**src/rtl/rr_burst_pop_arbiter_if.sv**
```systemverilog
// Pop/select handshake between the arbitrated FIFOs and the round-robin burst pop arbiter.
// The FIFO side uses the master modport; the arbiter uses the slave modport.
interface rr_burst_pop_arbiter_if #(
    parameter int NUM_FIFOS = 4,
    parameter int TAGWIDTH  = $clog2(NUM_FIFOS)
) ();
    logic [NUM_FIFOS-1:0] empty;
    logic [NUM_FIFOS-1:0] en_mask;
    logic                 ready;
    logic [NUM_FIFOS-1:0] gnt;
    logic [TAGWIDTH-1:0]  gnt_sel;
    logic                 gnt_vld;

    modport master (
        output empty, en_mask, ready,
        input  gnt, gnt_sel, gnt_vld
    );

    modport slave (
        input  empty, en_mask, ready,
        output gnt, gnt_sel, gnt_vld
    );
endinterface

```
**src/rtl/rr_burst_pop_arbiter.sv**
```systemverilog
// Round-robin pop arbiter with bursts: one owner may take up to BURST back-to-back pops,
// then priority rotates starting just past the last owner. Grants are same-cycle and gated by ready.
module rr_burst_pop_arbiter #(
    parameter int NUM_FIFOS = 4,
    parameter int BURST     = 2,
    parameter int TAGWIDTH  = $clog2(NUM_FIFOS)
) (
    input  logic                  clk,
    input  logic                  rst,
    rr_burst_pop_arbiter_if.slave bus
);
    localparam int CW = $clog2(BURST + 1);
    localparam logic [CW-1:0] BURST_C = CW'(BURST);

    typedef enum logic {
        S_IDLE  = 1'b0,
        S_BURST = 1'b1
    } state_t;

    state_t               state, state_n;
    logic [CW-1:0]        cnt, cnt_n;
    logic [TAGWIDTH-1:0]  last, last_n;
    logic [NUM_FIFOS-1:0] req;
    logic [TAGWIDTH-1:0]  pick;
    logic [TAGWIDTH-1:0]  cand;
    logic                 pick_vld;

    assign req = ~bus.empty & bus.en_mask;

    // The owner keeps priority until its burst is spent; otherwise scan from last+1, last scanned last.
    always_comb begin
        pick     = '0;
        pick_vld = 1'b0;
        cand     = '0;
        if (state == S_BURST && req[last] && cnt < BURST_C) begin
            pick     = last;
            pick_vld = 1'b1;
        end else begin
            for (int k = 1; k <= NUM_FIFOS; k++) begin
                cand = TAGWIDTH'((int'(last) + k) % NUM_FIFOS);
                if (!pick_vld && req[cand]) begin
                    pick     = cand;
                    pick_vld = 1'b1;
                end
            end
        end
    end

    always_comb begin
        bus.gnt     = '0;
        bus.gnt_sel = '0;
        bus.gnt_vld = 1'b0;
        if (rst && bus.ready && pick_vld) begin
            bus.gnt[pick] = 1'b1;
            bus.gnt_sel   = pick;
            bus.gnt_vld   = 1'b1;
        end
    end

    // A ready cycle with no requester at all releases the lock; ready=0 freezes everything.
    always_comb begin
        state_n = state;
        cnt_n   = cnt;
        last_n  = last;
        if (bus.ready) begin
            if (pick_vld) begin
                if (state == S_BURST && pick == last && cnt < BURST_C) begin
                    cnt_n = cnt + CW'(1);
                end else begin
                    cnt_n   = CW'(1);
                    last_n  = pick;
                    state_n = S_BURST;
                end
            end else begin
                state_n = S_IDLE;
                cnt_n   = '0;
            end
        end
    end

    always_ff @(posedge clk or negedge rst) begin
        if (!rst) begin
            state <= S_IDLE;
            cnt   <= '0;
            last  <= TAGWIDTH'(NUM_FIFOS - 1);
        end else begin
            state <= state_n;
            cnt   <= cnt_n;
            last  <= last_n;
        end
    end

`ifdef FORMAL
    always_comb begin
        if (rst) begin
            assert ($onehot0(bus.gnt));
            assert ((bus.gnt & ~(req & {NUM_FIFOS{bus.ready}})) == '0);
            assert (bus.gnt_vld == |bus.gnt);
            assert (!bus.gnt_vld || bus.gnt[bus.gnt_sel]);
            assert (cnt <= BURST_C);
            assert ((cnt == '0) == (state == S_IDLE));
        end
    end
`endif
endmodule

```
**src/flat_wrapper.sv**
```systemverilog
// flat-port wrapper written by rule: the top's interface ports become plain ports
module rr_burst_pop_arbiter_flat 
#(
    parameter int NUM_FIFOS = 4,
    parameter int BURST     = 2,
    parameter int TAGWIDTH  = $clog2(NUM_FIFOS)
)
  (clk, rst, bus_empty, bus_en_mask, bus_ready, bus_gnt, bus_gnt_sel, bus_gnt_vld);
  rr_burst_pop_arbiter_if #(.NUM_FIFOS(NUM_FIFOS), .TAGWIDTH(TAGWIDTH)) bus_i ();
  input  logic clk;
  input  logic rst;
  input wire logic [$bits(bus_i.empty)-1:0] bus_empty;
  input wire logic [$bits(bus_i.en_mask)-1:0] bus_en_mask;
  input wire logic [$bits(bus_i.ready)-1:0] bus_ready;
  output wire logic [$bits(bus_i.gnt)-1:0] bus_gnt;
  output wire logic [$bits(bus_i.gnt_sel)-1:0] bus_gnt_sel;
  output wire logic [$bits(bus_i.gnt_vld)-1:0] bus_gnt_vld;
  assign bus_i.empty = bus_empty;
  assign bus_i.en_mask = bus_en_mask;
  assign bus_i.ready = bus_ready;
  assign bus_gnt = bus_i.gnt;
  assign bus_gnt_sel = bus_i.gnt_sel;
  assign bus_gnt_vld = bus_i.gnt_vld;
  rr_burst_pop_arbiter #(.NUM_FIFOS(NUM_FIFOS), .BURST(BURST), .TAGWIDTH(TAGWIDTH)) u_core (.clk(clk), .rst(rst), .bus(bus_i));
endmodule
```
**config.mk**
```make
export PLATFORM = sky130hd
export DESIGN_NAME = rr_burst_pop_arbiter_flat
export DESIGN_NICKNAME = d
export VERILOG_FILES = /design/src/rtl/rr_burst_pop_arbiter_if.sv /design/src/rtl/rr_burst_pop_arbiter.sv /design/src/flat_wrapper.sv
export SDC_FILE = /design/constraint.sdc
export NUM_CORES = 1
export LEC_CHECK = 0
export ABC_AREA = 1
export BUFFER_PORTS_ARGS = -buffer_cell sky130_fd_sc_hd__buf_2
export CORE_MARGIN = 8
export CORE_UTILIZATION = 35
export CTS_CLUSTER_DIAMETER = 50
export DETAILED_ROUTE_END_ITERATION = 12
export GPL_ROUTABILITY_DRIVEN = 0
export SKIP_CTS_REPAIR_TIMING = 1
export SYNTH_ARGS = -nofsm -noshare
export SYNTH_HDL_FRONTEND = slang
export SYNTH_SLANG_ARGS = --single-unit
```
**constraint.sdc**
```tcl
create_clock -name clk -period 4.6 [get_ports clk]
set_clock_uncertainty 0.15 [all_clocks]
set_input_delay 0.92 -clock clk [delete_from_list [all_inputs] [get_ports clk]]
set_output_delay 0.92 -clock clk [all_outputs]
set_load 0.01 [all_outputs]
```
==> results.py, run 1 <==
metrics = {
    "worst_hold_path": {
        "hold_path_end": "u_core.cnt[1]",
        "min_path_cells": 2,
        "hold_path.class": "register to register",
        "min_from": "u_core.cnt[1]",
    },
    "yosys": {
        "synth_area_um2": 717,
        "yosys_warnings": 0,
        "synth_top_family_by_area": "simple AND/OR/NAND/NOR gates",
        "synth_ff_type": "dfrtp_1",
        "netlist_instances": 115,
        "avgSynthCellArea_um2": 6.23,
        "yosysTopAreaCellShare_pct": 16.2,
        "ys_ff_latch": 5,
        "synth_xor_area_share_pct": 0,
        "synth_edf_count": 0,
        "synth_common_cells": "31 x nand2_1, 17 x nand2_2, 13 x nand3_1",
        "synth_area_leaders": "nand2_1 16%, nand2_2 15%, dfrtp_1 10%",
        "muxShareOfSynthArea_pct": 0,
        "seq_area_frac_synth_pct": 17.8,
        "synth-simple-area-share_pct": 65.3,
        "synth_compound_area_share_pct": 3.49,
        "synthAdderAreaFrac_pct": 0,
        "synthArstFlopShare_pct": 100,
        "synth_nets": 126,
        "netlist.top_cell.by_area": "nand2_1",
        "yosysMostFrequentCell": "nand2_1",
        "ys_types": 19,
    },
    "timing": {
        "hold_violations": 0,
        "tns_ns": 0,
        "hold_slack_ns": 0.324,
        "slew_viol_final": 0,
        "rsz0062_at_grt": "false",
        "setup_viol": 0,
        "fin_crit_ns": 3.24,
        "tightest_slew_ns": 0.260,
        "fmaxAchievable_mhz": 309,
        "slew_headroom_pct": 82.7,
        "timing.final.crit_share_pct": 70.4,
        "setup_slack_ns": 1.36,
    },
    "clock_network": {
        "cts.path.max_buffers": 2,
        "h-tree-depth": 1,
        "clkLatencyLatePin_ns": 0.24,
        "cts_root_buf": "clkbuf_4",
        "numCtsBuffers": 3,
        "clk_pin_slew_ns": 0.04,
        "cts_tree": "done",
        "numClockSinks": 5,
    },
    "critical_path": {
        "crit_fanout": 6,
        "cp.required_ns": 3.53,
        "critPathLaunch": "bus_empty[1]",
        "timing.rr.start": "u_core.last[0]",
        "worstReg2RegEnd": "u_core.last[0]",
        "worstSetupPathType": "input pin to primary output",
        "end_kind": "primary output",
        "arrival_ns": 2.17,
        "reg2regPathDepth": 10,
        "startpoint_type": "input pin",
        "worst-r2r-setup-slack_ns": 2.61,
    },
    "power_and_ir_drop": {
        "p_per_area_nw_per_um2": 696,
        "ir_drop_v": 0.000390,
        "finalPower_mw": 0.585,
        "power.leakage_nw": 0.486,
    },
    "placement": {
        "postPlaceCellArea_um2": 813,
        "io_buffers": 17,
        "dpl.hpwl_um": 1500,
        "dp_worst_setup_slack_ns": 1.36,
        "dpl.cell_count": 157,
    },
    "final_layout": {
        "design_area_um2": 840,
        "diodes": 0,
        "nets": 146,
        "final_core_util_pct": 43.2,
        "drive_above_1_share_pct": 41.8,
        "syn2layout_area_growth_pct": 17.1,
        "final_cell_count_no_fill": 161,
    },
    "drt": {
        "vias_per_cell": 4.78,
        "ant_nets": 0,
        "wl_um": 1710,
        "drcViolationCount": 0,
        "drtIter0Drc": 31,
        "routedWlPerCell_um": 10.6,
        "first_pass_iters": 4,
        "vias": 770,
    },
    "grt": {
        "grt_pass1_vias": 726,
        "grt_pass1_wl_um": 2930,
        "gr-usage-all-layers_pct": 10.1,
        "antenna_found_initial": 0,
        "grt_max_degree": 10,
        "grt_overflow_total": 0,
    },
    "floorplanning": {
        "initial_utilization_pct": 36.9,
        "core-area_um2": 1940,
        "rows": 16,
        "io_pins": 18,
        "die_w_um": 61.3,
        "die_h_um": 61.3,
        "die_area_um2": 3750,
    },
    "outcome": {
        "status": "complete, no violations",
    },
    "run": {
        "maxCapViolations": 0,
    },
}
worst max path at each step:
stage                       endpoint  slack, ns
after floorplan           bus_gnt[2]       1.61
after global placement    bus_gnt[3]       1.37
after detailed placement  bus_gnt[2]       1.36
after CTS                 bus_gnt[2]       1.36
after global routing      bus_gnt[2]       1.19
final                     bus_gnt[0]       1.36
flip-flops by register name (all words and copies together), names as in the netlist:
| signal | count |
|---|---|
| u_core.cnt | 2 |
| u_core.last | 2 |
| u_core.state | 1 |
layer usage:
metal  share of wire (%)  vias to the layer above  track usage, %
li1                    -                      405               -
met4                0.82                        0            5.32
met5                   0                        -               0
met3                 2.8                        2           0.626
met1                  43                      346            12.1
met2                  54                       17            17.5
logic make-up after synthesis:
kind of cell / Yosys count
AO/OA/AOI/OAI: 5
AND/OR/NAND/NOR: 86
flip-flops: 5
buffers and inverters: 19
layout by cell type, fill, tap and decap left out, types with 4 or more instances in the layout:
cell type	count
nand2_1	31
nand2_2	17
buf_2	17
nand3_1	13
inv_1	11
nor2_1	9
nand3_2	7
inv_2	4
nand4_1	4
area by class of cell:
class	instances	area, µm²
fill	216	1100
sequential	5	128
multi-input combinational	91	493
inverter	17	73.8
timing repair buffer	17	85.1
tap	27	33.8
clock buffer	4	26.3
report_power, final:
group	switching, mW	internal (mW)
Combinational	0.295	0.141
Sequential	0.0309	0.0693
Clock	0.0158	0.0326
critical path, stage by stage:
cell,delay [ns]
buf_2,0.09
inv_1,0.07
nand3_1,0.09
nand3_1,0.13
nand2_2,0.11
nand4_2,0.14
inv_2,0.07
nor2_4,0.10
nand2_2,0.10
nor3_2,0.18
buf_2,0.16
Note: power is estimated with default switching activity, not from simulation.
==> inputs of run 2 (changes only) <==
Settings changed: ABC_AREA 1 to 0.
Clock period 4.6 ns to 3 ns, I/O delays scaled along.
==> results.py, run 2 <==
metrics = {
    "floorplanning": {
        "rows": 16,
        "die_area_um2": 3640,
        "io_pins": 18,
        "initial_utilization_pct": 36.2,
        "die_w_um": 60.3,
        "die_h_um": 60.3,
        "core-area_um2": 1900,
    },
    "power_and_ir_drop": {
        "sw_frac_of_total_pct": 45.5,
        "power.leakage_nw": 0.403,
        "power_frac_seq_pct": 19.4,
        "p_clk_share_pct": 11.8,
        "p_sw_mw": 0.285,
        "ir_drop_v": 0.000427,
        "comb_power_share_pct": 68.8,
        "internal-power_mw": 0.341,
        "p_per_area_nw_per_um2": 638,
    },
    "drt": {
        "routedWlPerCell_um": 14.9,
        "drcViolationCount": 0,
        "vias": 852,
        "wl_um": 2200,
        "first_pass_iters": 5,
        "vias_per_cell": 5.76,
        "ant_nets": 0,
        "drtIter0Drc": 32,
    },
    "final_layout": {
        "syn2layout_area_growth_pct": 42.5,
        "diodes": 0,
        "drive_above_1_share_pct": 45.5,
        "design_area_um2": 981,
        "layout_commonest_cell": "buf_2",
        "final_core_util_pct": 51.6,
        "nets": 133,
        "final_cell_mix": "17 x buf_2, 16 x buf_4, 7 x nand2_1",
        "top_regs": "u_core.cnt: 2 flops, u_core.last: 2 flops, u_core.state: 1 flops",
    },
    "yosys": {
        "synth_compound_area_share_pct": 43.1,
        "synthAdderAreaFrac_pct": 0,
        "yosysMostFrequentCell": "nand2_1",
        "synth_area_leaders": "dfrtp_1 11%, dfstp_2 7.6%, nand2b_1 4.5%",
        "yosysTopAreaCellShare_pct": 10.9,
        "yosys_warnings": 0,
        "avgSynthCellArea_um2": 7.82,
        "ys_ff_latch": 5,
        "netlist_instances": 88,
        "synth_area_um2": 688,
        "synth_top_family_by_area": "compound AO/OA/AOI/OAI gates",
        "synth_xor_area_share_pct": 0,
        "synth-simple-area-share_pct": 27.3,
        "netlist.top_cell.by_area": "dfrtp_1",
        "synth_nets": 99,
        "synthArstFlopShare_pct": 100,
        "muxShareOfSynthArea_pct": 4.73,
        "synth_edf_count": 0,
        "seq_area_frac_synth_pct": 18.5,
        "synth_ff_type": "dfrtp_1",
        "ys_types": 45,
        "synth_common_cells": "7 x nand2_1, 6 x a21oi_1, 5 x nand2b_1, 5 x nand3_1",
    },
    "timing": {
        "fmaxAchievable_mhz": 337,
        "setup_viol": 0,
        "hold_slack_ns": 0.0255,
        "slew_viol_final": 0,
        "rsz0062_at_grt": "true",
        "slew_headroom_pct": 74.8,
        "timing.final.crit_share_pct": 98.8,
        "fin_crit_ns": 2.96,
        "tightest_slew_ns": 0.378,
        "hold_violations": 0,
    },
    "critical_path": {
        "worstSetupPathType": "input pin to primary output",
        "timing.rr.start": "u_core.last[1]",
        "startpoint_type": "input pin",
        "critPathLaunch": "bus_empty[3]",
        "worstReg2RegEnd": "u_core.last[0]",
        "reg2regPathDepth": 6,
        "worst-r2r-setup-slack_ns": 0.89,
        "arrival_ns": 2.21,
        "crit_fanout": 6,
        "end_kind": "primary output",
        "cp.required_ns": 2.25,
    },
    "clock_network": {
        "numCtsBuffers": 3,
        "cts.path.max_buffers": 2,
        "clkLatencyLatePin_ns": 0.23,
        "h-tree-depth": 1,
        "cts_root_buf": "clkbuf_4",
        "cts_tree": "done",
        "clk_pin_slew_ns": 0.04,
        "numClockSinks": 5,
    },
    "outcome": {
        "status": "complete, no violations",
    },
    "grt": {
        "antenna_found_initial": 0,
        "grt_pass1_wl_um": 3510,
        "gr-usage-all-layers_pct": 12.2,
        "grt_pass1_vias": 802,
        "grt_overflow_total": 0,
        "grt_max_degree": 13,
    },
    "placement": {
        "io_buffers": 17,
        "dpl.hpwl_um": 1720,
        "postPlaceCellArea_um2": 883,
    },
    "run": {
        "maxCapViolations": 0,
    },
    "worst_hold_path": {
        "hold_path.class": "input pin to async pin",
    },
}
==> run 2: cell types whose count changed in the layout (fill, tap and decap cells not counted), moves of 4 or more <==
cell and change:
nand2_1 -24, nand2_2 -17, nand2b_1 +4, nand3_1 -8, nand4_1 -4, nor2_1 -6
inv_1 -9, nand3_2 -7, buf_4 +16
==> run 2: through the flow <==
step / std cells / total power [mW] / setup TNS (ns) / setup slack, ns
after floorplan: 88 / 0.361 / 0 / 0.240
after CTS: 145 / 0.557 / -0.144 / -0.0685
after global routing: 148 / 0.670 / -0.0422 / -0.0416
after global placement: 141 / 0.471 / 0 / 0.00129
after detailed placement: 141 / 0.476 / 0 / 0.0123
final: 148 / 0.626 / 0 / 0.0369
==> run 2: logic make-up after synthesis <==
kind of cell	count (synthesis)
DFF	5
AOI/OAI and AO/OA	37
muxes	2
and+or+nand+nor	35
buffers and inverters	9
==> run 2: critical path, cell delays in order <==
cell	delay (ns)
buf_2	0.11
nand2b_2	0.22
mux4_2	0.51
nor2_2	0.14
o31ai_2	0.12
a2111oi_2	0.31
buf_2	0.20
==> run 2: worst max-delay path by stage <==
| stage | end | slack (ns) | cells past startpoint |
|---|---|---|---|
| after global routing | bus_gnt[1] | -0.04 | 7 |
| after detailed placement | bus_gnt[2] | 0.01 | 8 |
| after global placement | bus_gnt[3] | 0.001 | 8 |
| final | bus_gnt[1] | 0.04 | 7 |
| after floorplan | bus_gnt[1] | 0.24 | 6 |
| after CTS | bus_gnt[1] | -0.07 | 6 |
==> run 2: layout make-up <==
cell class,instances,area [µm²]
clock buffers,4,26.3
inverters,4,18.8
well taps,27,33.8
fillers,187,921
flip-flops and latches,5,128
repair buffers,34,225
multi-input cells,74,549
==> run 2: power groups by stage <==
| stage | sequential (mW) | clock [mW] | combinational (mW) |
|---|---|---|---|
| after CTS | 0.130 | 0.0791 | 0.348 |
| after global routing | 0.124 | 0.0825 | 0.463 |
| after floorplan | 0.111 | 0 | 0.250 |
| final | 0.122 | 0.0737 | 0.430 |
| after detailed placement | 0.131 | 0 | 0.345 |
| after global placement | 0.129 | 0 | 0.342 |
==> run 2: metal layers <==
| metal | part of all wire [%] | wire length (µm) | vias up | track usage (%) |
|---|---|---|---|---|
| met1 | 41 | 904 | 407 | 14.8 |
| met3 | 7.7 | 169 | 0 | 1.48 |
| met4 | 0 | 0 | 0 | 4.76 |
| met2 | 51 | 1130 | 32 | 21.0 |
| met5 | 0 | 0 | - | 0 |
| li1 | - | - | 413 | - |
==> inputs of run 3 (changes only) <==
Settings changed: CORE_MARGIN 8 to not set.
==> results.py, run 3 (synthesis results as in run 2) <==
metrics = {
    "outcome": {
        "status": "complete, no violations",
    },
    "floorplanning": {
        "die_area_um2": 2150,
        "rows": 15,
        "die_w_um": 46.3,
        "initial_utilization_pct": 38.6,
        "core-area_um2": 1780,
        "io_pins": 18,
        "die_h_um": 46.3,
    },
    "placement": {
        "dpl.cell_count": 139,
        "postPlaceCellArea_um2": 881,
        "dpl.hpwl_um": 1600,
        "io_buffers": 17,
    },
    "power_and_ir_drop": {
        "power.leakage_nw": 0.437,
        "p_per_area_nw_per_um2": 659,
        "finalPower_mw": 0.673,
        "ir_drop_v": 0.000561,
    },
    "drt": {
        "ant_nets": 0,
        "vias": 892,
        "wl_um": 2290,
        "drtIter0Drc": 32,
        "first_pass_iters": 4,
        "vias_per_cell": 5.87,
        "drcViolationCount": 0,
        "routedWlPerCell_um": 15.1,
    },
    "clock_network": {
        "cts_root_buf": "clkbuf_4",
        "cts_tree": "done",
        "numCtsBuffers": 3,
        "clk_pin_slew_ns": 0.04,
        "clkLatencyLatePin_ns": 0.24,
        "cts.path.max_buffers": 2,
        "h-tree-depth": 1,
        "numClockSinks": 5,
    },
    "final_layout": {
        "final_cell_count_no_fill": 152,
        "nets": 139,
        "design_area_um2": 1020,
        "syn2layout_area_growth_pct": 48.4,
        "final_core_util_pct": 57.3,
        "layout_commonest_cell": "buf_4",
        "diodes": 0,
        "top_regs": "u_core.cnt: 2 flops, u_core.last: 2 flops, u_core.state: 1 flops",
        "final_cell_mix": "22 x buf_4, 17 x buf_2, 7 x nand2_1",
        "drive_above_1_share_pct": 49.6,
    },
    "critical_path": {
        "end_kind": "primary output",
        "crit_fanout": 5,
        "cp_cell_sequence": "buf_2, nand2b_2, mux4_2, nor2_2, o31ai_2, a2111oi_2, buf_2",
        "arrival_ns": 2.19,
        "slowest_delay_ns": 0.51,
        "startpoint_type": "input pin",
        "timing.rr.start": "u_core.last[1]",
        "cp_num_buf_inv": 2,
        "crit_family": "multiplexers",
        "worstSetupPathType": "input pin to primary output",
        "critPathLaunch": "bus_empty[2]",
        "cp_slowest_cell": "mux4_2",
        "cp.required_ns": 2.25,
        "crit_top_cell": "buf_2",
    },
    "timing": {
        "setup_viol": 0,
        "slew_headroom_pct": 72.6,
        "timing.final.crit_share_pct": 97.8,
        "tightest_slew_ns": 0.406,
        "fmaxAchievable_mhz": 341,
        "hold_violations": 0,
        "slew_viol_final": 0,
        "rsz0062_at_grt": "true",
        "hold_slack_ns": 0.0232,
        "fin_crit_ns": 2.94,
    },
    "grt": {
        "grt_max_degree": 13,
        "grt_overflow_total": 0,
        "gr-usage-all-layers_pct": 21.0,
        "grt_pass1_vias": 751,
        "grt_pass1_wl_um": 3220,
        "antenna_found_initial": 0,
    },
    "run": {
        "maxCapViolations": 0,
    },
    "worst_hold_path": {
        "hold_path.class": "input pin to async pin",
    },
}
==> run 3: final timing paths <==
| kind | to | slack (ns) | cells after the start |
|---|---|---|---|
| max | bus_gnt[1] | 0.06 | 7 |
| min reg2reg | u_core.cnt[1] | 0.36 | 1 |
| max reg2reg | u_core.cnt[0] | 0.78 | 7 |
| min | u_core.cnt[0] | 0.02 | 1 |
| min in group clk | u_core.cnt[1] | 0.36 | 1 |
| max in group asynchronous | u_core.last[1] | 2.46 | 1 |
==> run 3: cell type report <==
cell class | count | area (µm²)
inverter | 4 | 18.8
timing repair buffer | 40 | 255
multi-input combinational | 74 | 562
fill | 170 | 762
tap | 25 | 31.3
clock buffer | 4 | 26.3
sequential | 5 | 128
==> run 3: power by group <==
group | switching, mW | internal, mW | leakage [nW]
clock | 0.0250 | 0.0501 | 0.0150
sequential | 0.0251 | 0.0985 | 0.0578
combinational | 0.252 | 0.222 | 0.364
==> run 3: stage by stage <==
| stage | worst slack [ns] | setup TNS, ns |
|---|---|---|
| 6_report | 0.0646 | 0 |
| 5_1_grt | -0.0365 | -0.0577 |
| 4_1_cts | -0.0520 | -0.0520 |
| 3_5_place_dp | -0.0479 | -0.0479 |
| 3_3_place_gp | 0.0293 | 0 |
| 2_1_floorplan | 0.240 | 0 |
==> run 3: routing by layer <==
metal,global-route usage (%),share of wire (%)
met5,0,0
met4,10.0,1.2
met3,4.71,6.5
met2,33.9,50
met1,26.2,42
